**config.mk**
```make
export PLATFORM = sky130hd
export DESIGN_NAME = spi_frame_latch
export DESIGN_NICKNAME = d
export VERILOG_FILES = /design/src/rtl/spi_frame_latch.sv
export SDC_FILE = /design/constraint.sdc
export NUM_CORES = 1
export LEC_CHECK = 0
export BUFFER_PORTS_ARGS = -buffer_cell sky130_fd_sc_hd__buf_2
export CAP_MARGIN = 20
export CORE_UTILIZATION = 48
export CTS_BUF_LIST = sky130_fd_sc_hd__clkbuf_4
export DETAILED_ROUTE_END_ITERATION = 12
export PLACE_DENSITY = 0.77
export SLEW_MARGIN = 0
export SYNTH_ARGS = -nofsm -noshare
export SYNTH_HDL_FRONTEND = slang
export SYNTH_SLANG_ARGS = --single-unit
```
**constraint.sdc**
```tcl
create_clock -name clk -period 1.6 [get_ports clk]
set_input_delay 0.32 -clock clk [delete_from_list [all_inputs] [get_ports clk]]
set_output_delay 0.32 -clock clk [all_outputs]
set_load 0.02 [all_outputs]
```
**src/rtl/spi_frame_latch.sv**
```systemverilog
// spi_frame_latch
//   Holds the GPIO/routing outputs steady while the SPI shift register is
//   shifting. The shift register's parallel contents are committed only after
//   a frame of exactly WIDTH spi_clk rising edges has been framed by spi_ss.
//   Frames that are short, long, empty or followed too early by a new frame
//   are rejected and flagged.
//
// Ports
//   clk          main clock (same clock as the shift register)
//   nreset       asynchronous active-low reset
//   spi_clk      raw SPI clock pin, mode 0 (idle low)
//   spi_ss       raw SPI slave select pin, active low
//   shift_data   parallel output of the shift register
//   latch_out    committed value driving the GPIO outputs
//   latch_strobe one-cycle pulse in the cycle latch_out takes a new value
//   frame_err    sticky: the last completed frame was rejected
module spi_frame_latch #(
   parameter int unsigned WIDTH         = 16,
   parameter int unsigned SYNC_STAGES   = 2,
   parameter int unsigned SETTLE_CYCLES = 2
) (
   input  logic             clk,
   input  logic             nreset,
   input  logic             spi_clk,
   input  logic             spi_ss,
   input  logic [WIDTH-1:0] shift_data,
   output logic [WIDTH-1:0] latch_out,
   output logic             latch_strobe,
   output logic             frame_err
);

   localparam int unsigned CNT_W = $clog2(WIDTH + 2);
   localparam int unsigned SET_W = (SETTLE_CYCLES > 1) ? $clog2(SETTLE_CYCLES) : 1;

   localparam logic [CNT_W-1:0] CNT_FULL = CNT_W'(WIDTH);
   localparam logic [CNT_W-1:0] CNT_MAX  = CNT_W'(WIDTH + 1);
   localparam logic [SET_W-1:0] SET_LOAD = SET_W'(SETTLE_CYCLES - 1);

   typedef enum logic [1:0] {
      IDLE,
      ACTIVE,
      SETTLE,
      COMMIT
   } state_t;

   state_t state, state_n;

   logic [SYNC_STAGES-1:0] ss_sync;
   logic [SYNC_STAGES-1:0] sck_sync;
   logic                   sck_prev;
   logic                   ss_s;
   logic                   sck_s;
   logic                   sck_rise;

   logic [CNT_W-1:0] bit_cnt, bit_cnt_n;
   logic [SET_W-1:0] settle_cnt, settle_cnt_n;
   logic [WIDTH-1:0] latch_n;
   logic             strobe_n;
   logic             err_n;

   // Synchronisers: slave select idles deasserted (high), SPI clock idles low,
   // so reset values match the bus idle state and produce no false edges.
   always_ff @(posedge clk or negedge nreset) begin
      if (!nreset) begin
         ss_sync  <= '1;
         sck_sync <= '0;
         sck_prev <= 1'b0;
      end else begin
         ss_sync  <= {ss_sync[SYNC_STAGES-2:0], spi_ss};
         sck_sync <= {sck_sync[SYNC_STAGES-2:0], spi_clk};
         sck_prev <= sck_s;
      end
   end

   assign ss_s     = ss_sync[SYNC_STAGES-1];
   assign sck_s    = sck_sync[SYNC_STAGES-1];
   assign sck_rise = sck_s & ~sck_prev;

   always_ff @(posedge clk or negedge nreset) begin
      if (!nreset) begin
         state        <= IDLE;
         bit_cnt      <= '0;
         settle_cnt   <= '0;
         latch_out    <= '0;
         latch_strobe <= 1'b0;
         frame_err    <= 1'b0;
      end else begin
         state        <= state_n;
         bit_cnt      <= bit_cnt_n;
         settle_cnt   <= settle_cnt_n;
         latch_out    <= latch_n;
         latch_strobe <= strobe_n;
         frame_err    <= err_n;
      end
   end

   always_comb begin
      state_n      = state;
      bit_cnt_n    = bit_cnt;
      settle_cnt_n = settle_cnt;
      latch_n      = latch_out;
      strobe_n     = 1'b0;
      err_n        = frame_err;

      case (state)
         IDLE: begin
            if (!ss_s) begin
               state_n   = ACTIVE;
               bit_cnt_n = '0;
            end
         end

         ACTIVE: begin
            // Counting is independent of ss_s so an edge arriving together
            // with the deselect still belongs to this frame. The count
            // saturates one above WIDTH so any over-length frame stays long.
            if (sck_rise && (bit_cnt != CNT_MAX)) begin
               bit_cnt_n = bit_cnt + 1'b1;
            end
            if (ss_s) begin
               state_n      = SETTLE;
               settle_cnt_n = SET_LOAD;
            end
         end

         SETTLE: begin
            if (!ss_s) begin
               // Reselected before the shift register was sampled: the new
               // frame is tracked from scratch and the old one is dropped.
               err_n     = 1'b1;
               state_n   = ACTIVE;
               bit_cnt_n = '0;
            end else if (settle_cnt == '0) begin
               state_n = COMMIT;
            end else begin
               settle_cnt_n = settle_cnt - 1'b1;
            end
         end

         COMMIT: begin
            state_n = IDLE;
            if (bit_cnt == CNT_FULL) begin
               latch_n  = shift_data;
               strobe_n = 1'b1;
               err_n    = 1'b0;
            end else begin
               err_n = 1'b1;
            end
         end

         default: state_n = IDLE;
      endcase
   end

endmodule

```
=== Word-level counts from Yosys, hierarchy flattened ===
Index checks and enable logic that the tools add are counted.
W data, S select, Z words.

* Register bits after elaboration: 31
* Input bits: 20
* Output and inout bits: 18
* Logic and storage cells: 53

* Add/sub/neg operators: 2
* Eq/ne operators: 12
* Mux-type cells: 17
* Bitwise logic cells: 2
* Reductions and logical operators: 11

{| class="wikitable"
|+ Operators with widths
! kind !! number
|-
| $ne A2 B2 Y1 const B || 6
|-
| $mux W5 || 2
|-
| $pmux W5 S2 || 1
|-
| $reduce_and A3 Y1 || 3
|-
| $mux W2 || 4
|-
| $pmux W2 S4 || 1
|-
| $mux W1 || 7
|-
| $reduce_bool A2 Y1 || 3
|-
| $add A5 B1 Y5 const B || 1
|-
| $eq A5 B5 Y1 const B || 1
|-
| $ne A5 B5 Y1 const B || 1
|-
| $eq A2 B2 Y1 const B || 2
|-
| $pmux W1 S2 || 2
|-
| $reduce_and A2 Y1 || 2
|-
| $ne A3 B3 Y1 const B || 1
|-
| $eq A2 B1 Y1 const B || 1
|-
| $logic_not A2 Y1 || 1
|-
| $reduce_or A2 Y1 || 1
|-
| $and A1 B1 Y1 || 1
|-
| $logic_and A1 B1 Y1 || 1
|-
| $not A1 Y1 || 1
|-
| $sub A1 B1 Y1 const B || 1
|}

=== Logic depth before layout (Yosys ltp) ===
* Depth after elaboration: 5
* Mapped depth: 7
* Gate-level depth less buffers: 5

=== Worst setup path after synthesis ===
OpenSTA, ideal clock, no wires.

* Path kind: register to register
* Start point: register bit_cnt[0]
* End point: register latch_out[10]
* Library setup time: 125 ps
* Arrival: 1505 ps
* Data required time: 1475 ps
* Setup slack: -30 ps
* Stages on the path, launching flop included: 8
* Buffers on the path: 2
* Period minus slack after synthesis: 1630 ps
* Path through: dfrtp_1 -> inv_1 -> ha_1 -> nand4b_1 -> nor3b_2 -> buf_4 -> buf_8 -> mux2_2

* Word-level cells in the longest chain between the ends: 2

{| class="wikitable"
|+ RTL lines
! what !! RTL line !! RTL
|-
| start, declared || 55 || <nowiki>logic [CNT_W-1:0] bit_cnt, bit_cnt_n;</nowiki>
|-
| start signal, assigned || 89 || <nowiki>bit_cnt <= bit_cnt_n;</nowiki>
|-
| $eq A5 B5 Y1 || 142 || <nowiki>if (bit_cnt == CNT_FULL) begin</nowiki>
|-
| $reduce_and A2 Y1 (no source line) || - ||
|-
| end signal, assigned || 91 || <nowiki>latch_out <= latch_n;</nowiki>
|-
| end, declared || 27 || <nowiki>output logic [WIDTH-1:0] latch_out,</nowiki>
|}

No other way between the ends.
A chain may end at the register's enable or synchronous reset.

=== Worst setup path after layout ===
* Start point: register bit_cnt[1]
* End point: register latch_out[5]

The elaborated chain is that of the path after synthesis.

==> metrics <==
outcome completed; Ys Warns 0; Final min period 1600 ps; H-tree depth 2; Lkg Pwr 0.876 nW; initial detailed-routing violation count 7; critical path endpoint category register; synth unique cells 33; Worst-Margin Slew 662 ps; Clk Latency, worst-skew pair 330 ps; WP data required 1810 ps; post-synth top area share 0.550; Post-Synth Simple-Gate Area 0.122; first drt pass iteration count 4; Worst Path Max Fanout 18; area grow syn2layout 24.2%; Seq/Total Area, Yosys 0.590; total gr overflow 0; Clock transition at path regs 110 ps; hold slack 6.40 ps; GPL Wtd Cong 0.919; Synth area leader dfrtp_1; postcts setup bufs 0; core area 2540 um^2; Starting Density 0.519; DP Worst Slack 13.3 ps; port buffer count 37; post-synthesis mux area share 0.136; Compound-Gate Fraction of Synth Area 0.0739; CP Data Arrival Time 1810 ps; Final nets 165; Vias/cell 5.35; Peak Freq 0.626 GHz; layout cells sized above 1 0.503; GRT Util Overall 0.190; Synthesized Nets 120; clock buffer depth 2; vias after detailed routing 925; Final Hold Fails 0; slew margin rel. 0.558; DR DRC count 0; CTS tree done; largest net degree at the start of global routing 32; Synth Area per Inst 13.6 um^2; CTS buffer count 5; placed instance area 1560 um^2; power density over cell area 1010 nW/um^2; synth top area cells dfrtp_1 55%, mux2_2 14%, dfstp_2 4.0%, ha_1 2.8%, nor3b_2 1.9%; row count 18; Slew Viols, Final 0; xor and xnor area share after synthesis 0.00664; Worst VDD drop 762 uV; Post-Synth Adder-Cell Area 0.0284; Max Cap Viol 0; post-route ant nets 0; setup violators final 0; die width 54.4 um; die area 2960 um^2; Final Cell Area 1640 um^2; Final Non-Filler Cells 173; RSZ-0062 raised after global routing true; fin worst setup slack 3.12 ps; crit share post-route 0.998; Sink Count 31; placed insts 165; largest family of logic cells by synthesized area multiplexers; cell area after synthesis 1320 um^2; IO Count 38; WL per Instance 13.5 um; routed wire length 2.34 mm; clock root buffer clkbuf_4; antenna violations before repair 0; clock skew 15.6 ps; vias in the first global route 896; Crit Path Class reg -> reg; diodes inserted 0; CP Launch Type register; first-pass GRT wire length 3.77 mm; Seq cells post-synth 31; Syn Inst Count 97; DPL Wire Length 1.61 mm; Overall Power 1.65 mW; Die Ht 54.4 um; Tightest Hold Check Type in -> async
## what timing repair did
| item | CTS | global route |
|---|---|---|
| gates resized for setup | 1 | 2 |
| hold buffers | 0 | 0 |
| cloned | 0 | 0 |
| endpoints found under the setup margin | 7 | 17 |
## critical path: stages, from the launching register on
cell	delay, ps
dfrtp_1	400
inv_2	60
ha_1	130
nand4b_1	100
nor3b_2	240
buf_12	200
mux2_2	340
## where the power goes
| group | leakage, nW | switching [mW] | internal [mW] |
|---|---|---|---|
| combinational | 0.429 | 0.114 | 0.104 |
| sequential | 0.405 | 0.0256 | 0.821 |
| clock | 0.0426 | 0.267 | 0.321 |
## per-layer routing
layer,track usage,share of wire,vias up
met5,0,0,-
met4,0.0513,0.0098,0
met3,0.0833,0.045,4
met2,0.329,0.52,23
met1,0.210,0.42,462
li1,-,-,436
## synthesized netlist by cell type (all sizes together)
| master | instances |
|---|---|
| nor4bb | 1 |
| dfrtp | 29 |
| xor2 | 1 |
| and2 | 1 |
| a41o | 1 |
| nand4bb | 1 |
| ha | 3 |
| o211ai | 1 |
| buf | 4 |
| dfstp | 2 |
| and3 | 1 |
| a211o | 1 |
| nor2 | 2 |
| nor2b | 1 |
| nor4b | 1 |
| a21oi | 4 |
| mux2 | 16 |
| nand4 | 1 |
| or3b | 2 |
| nor3b | 2 |
| a31oi | 3 |
| a22oi | 1 |
| nand4b | 2 |
| o21ai | 3 |
| nand2 | 5 |
| o211a | 1 |
| inv | 3 |
| clkbuf | 1 |
| nand2b | 2 |
| nand3 | 1 |
## registers in the layout, indices dropped and copies added, names as in the netlist, 2 cells and up
register,count
sck_sync,2
ss_sync,2
bit_cnt,5
state,2
latch_out,16
## final timing paths
path,from,slack (ps),endpoint,depth (start not counted)
worst max register to register,bit_cnt[1]$_DFFE_PN0P_,3,latch_out[5]$_DFFE_PN0P_,6
worst max-delay path,bit_cnt[1]$_DFFE_PN0P_,3,latch_out[5]$_DFFE_PN0P_,6
worst min-delay path,nreset,6,bit_cnt[4]$_DFFE_PN0P_,1
min in group clk,spi_ss,80,ss_sync[0]$_DFF_PN1_,1
worst min register to register,ss_sync[0]$_DFF_PN1_,360,ss_sync[1]$_DFF_PN1_,0
max in group asynchronous,nreset,1150,latch_out[2]$_DFFE_PN0P_,1
## cells in the final DEF, fill, tap and decap left out, types with 2 or more instances in the layout
master and count:
o21ai_0 3, mux2_2 14, inv_1 2, a21oi_1 4, mux2_4 2, nand2_1 5, nor2_1 2, a31oi_1 3
ha_1 3, nor3b_2 2, buf_4 5, clkbuf_4 5, dfrtp_1 29, nand2b_1 2, buf_2 37, dfstp_2 2
nand4b_1 2
## logic make-up after synthesis
kind of cell | count (synthesis)
fa+ha+maj | 3
mux | 16
compound gates | 15
buf+inv | 8
xor+xnor | 1
simple gates | 23
flops | 31
## layout make-up
class                      instances  area (um^2)
tap                               30         37.5
sequential                        31          778
clock inverter                     3         38.8
clock buffer                       5         37.5
inverter                           3         11.3
multi-input combinational         58          493
fill                             206          906
timing repair buffer              43          243
## per-stage QoR
stage | util | setup TNS [ps]
after floorplan | - | 0
after global placement | 0.611 | 0
after detailed placement | 0.611 | 0
after CTS | 0.643 | -58.1
after global routing | 0.644 | -1260
final | 0.644 | 0
No activity file was read; power rests on OpenSTA's default activity.
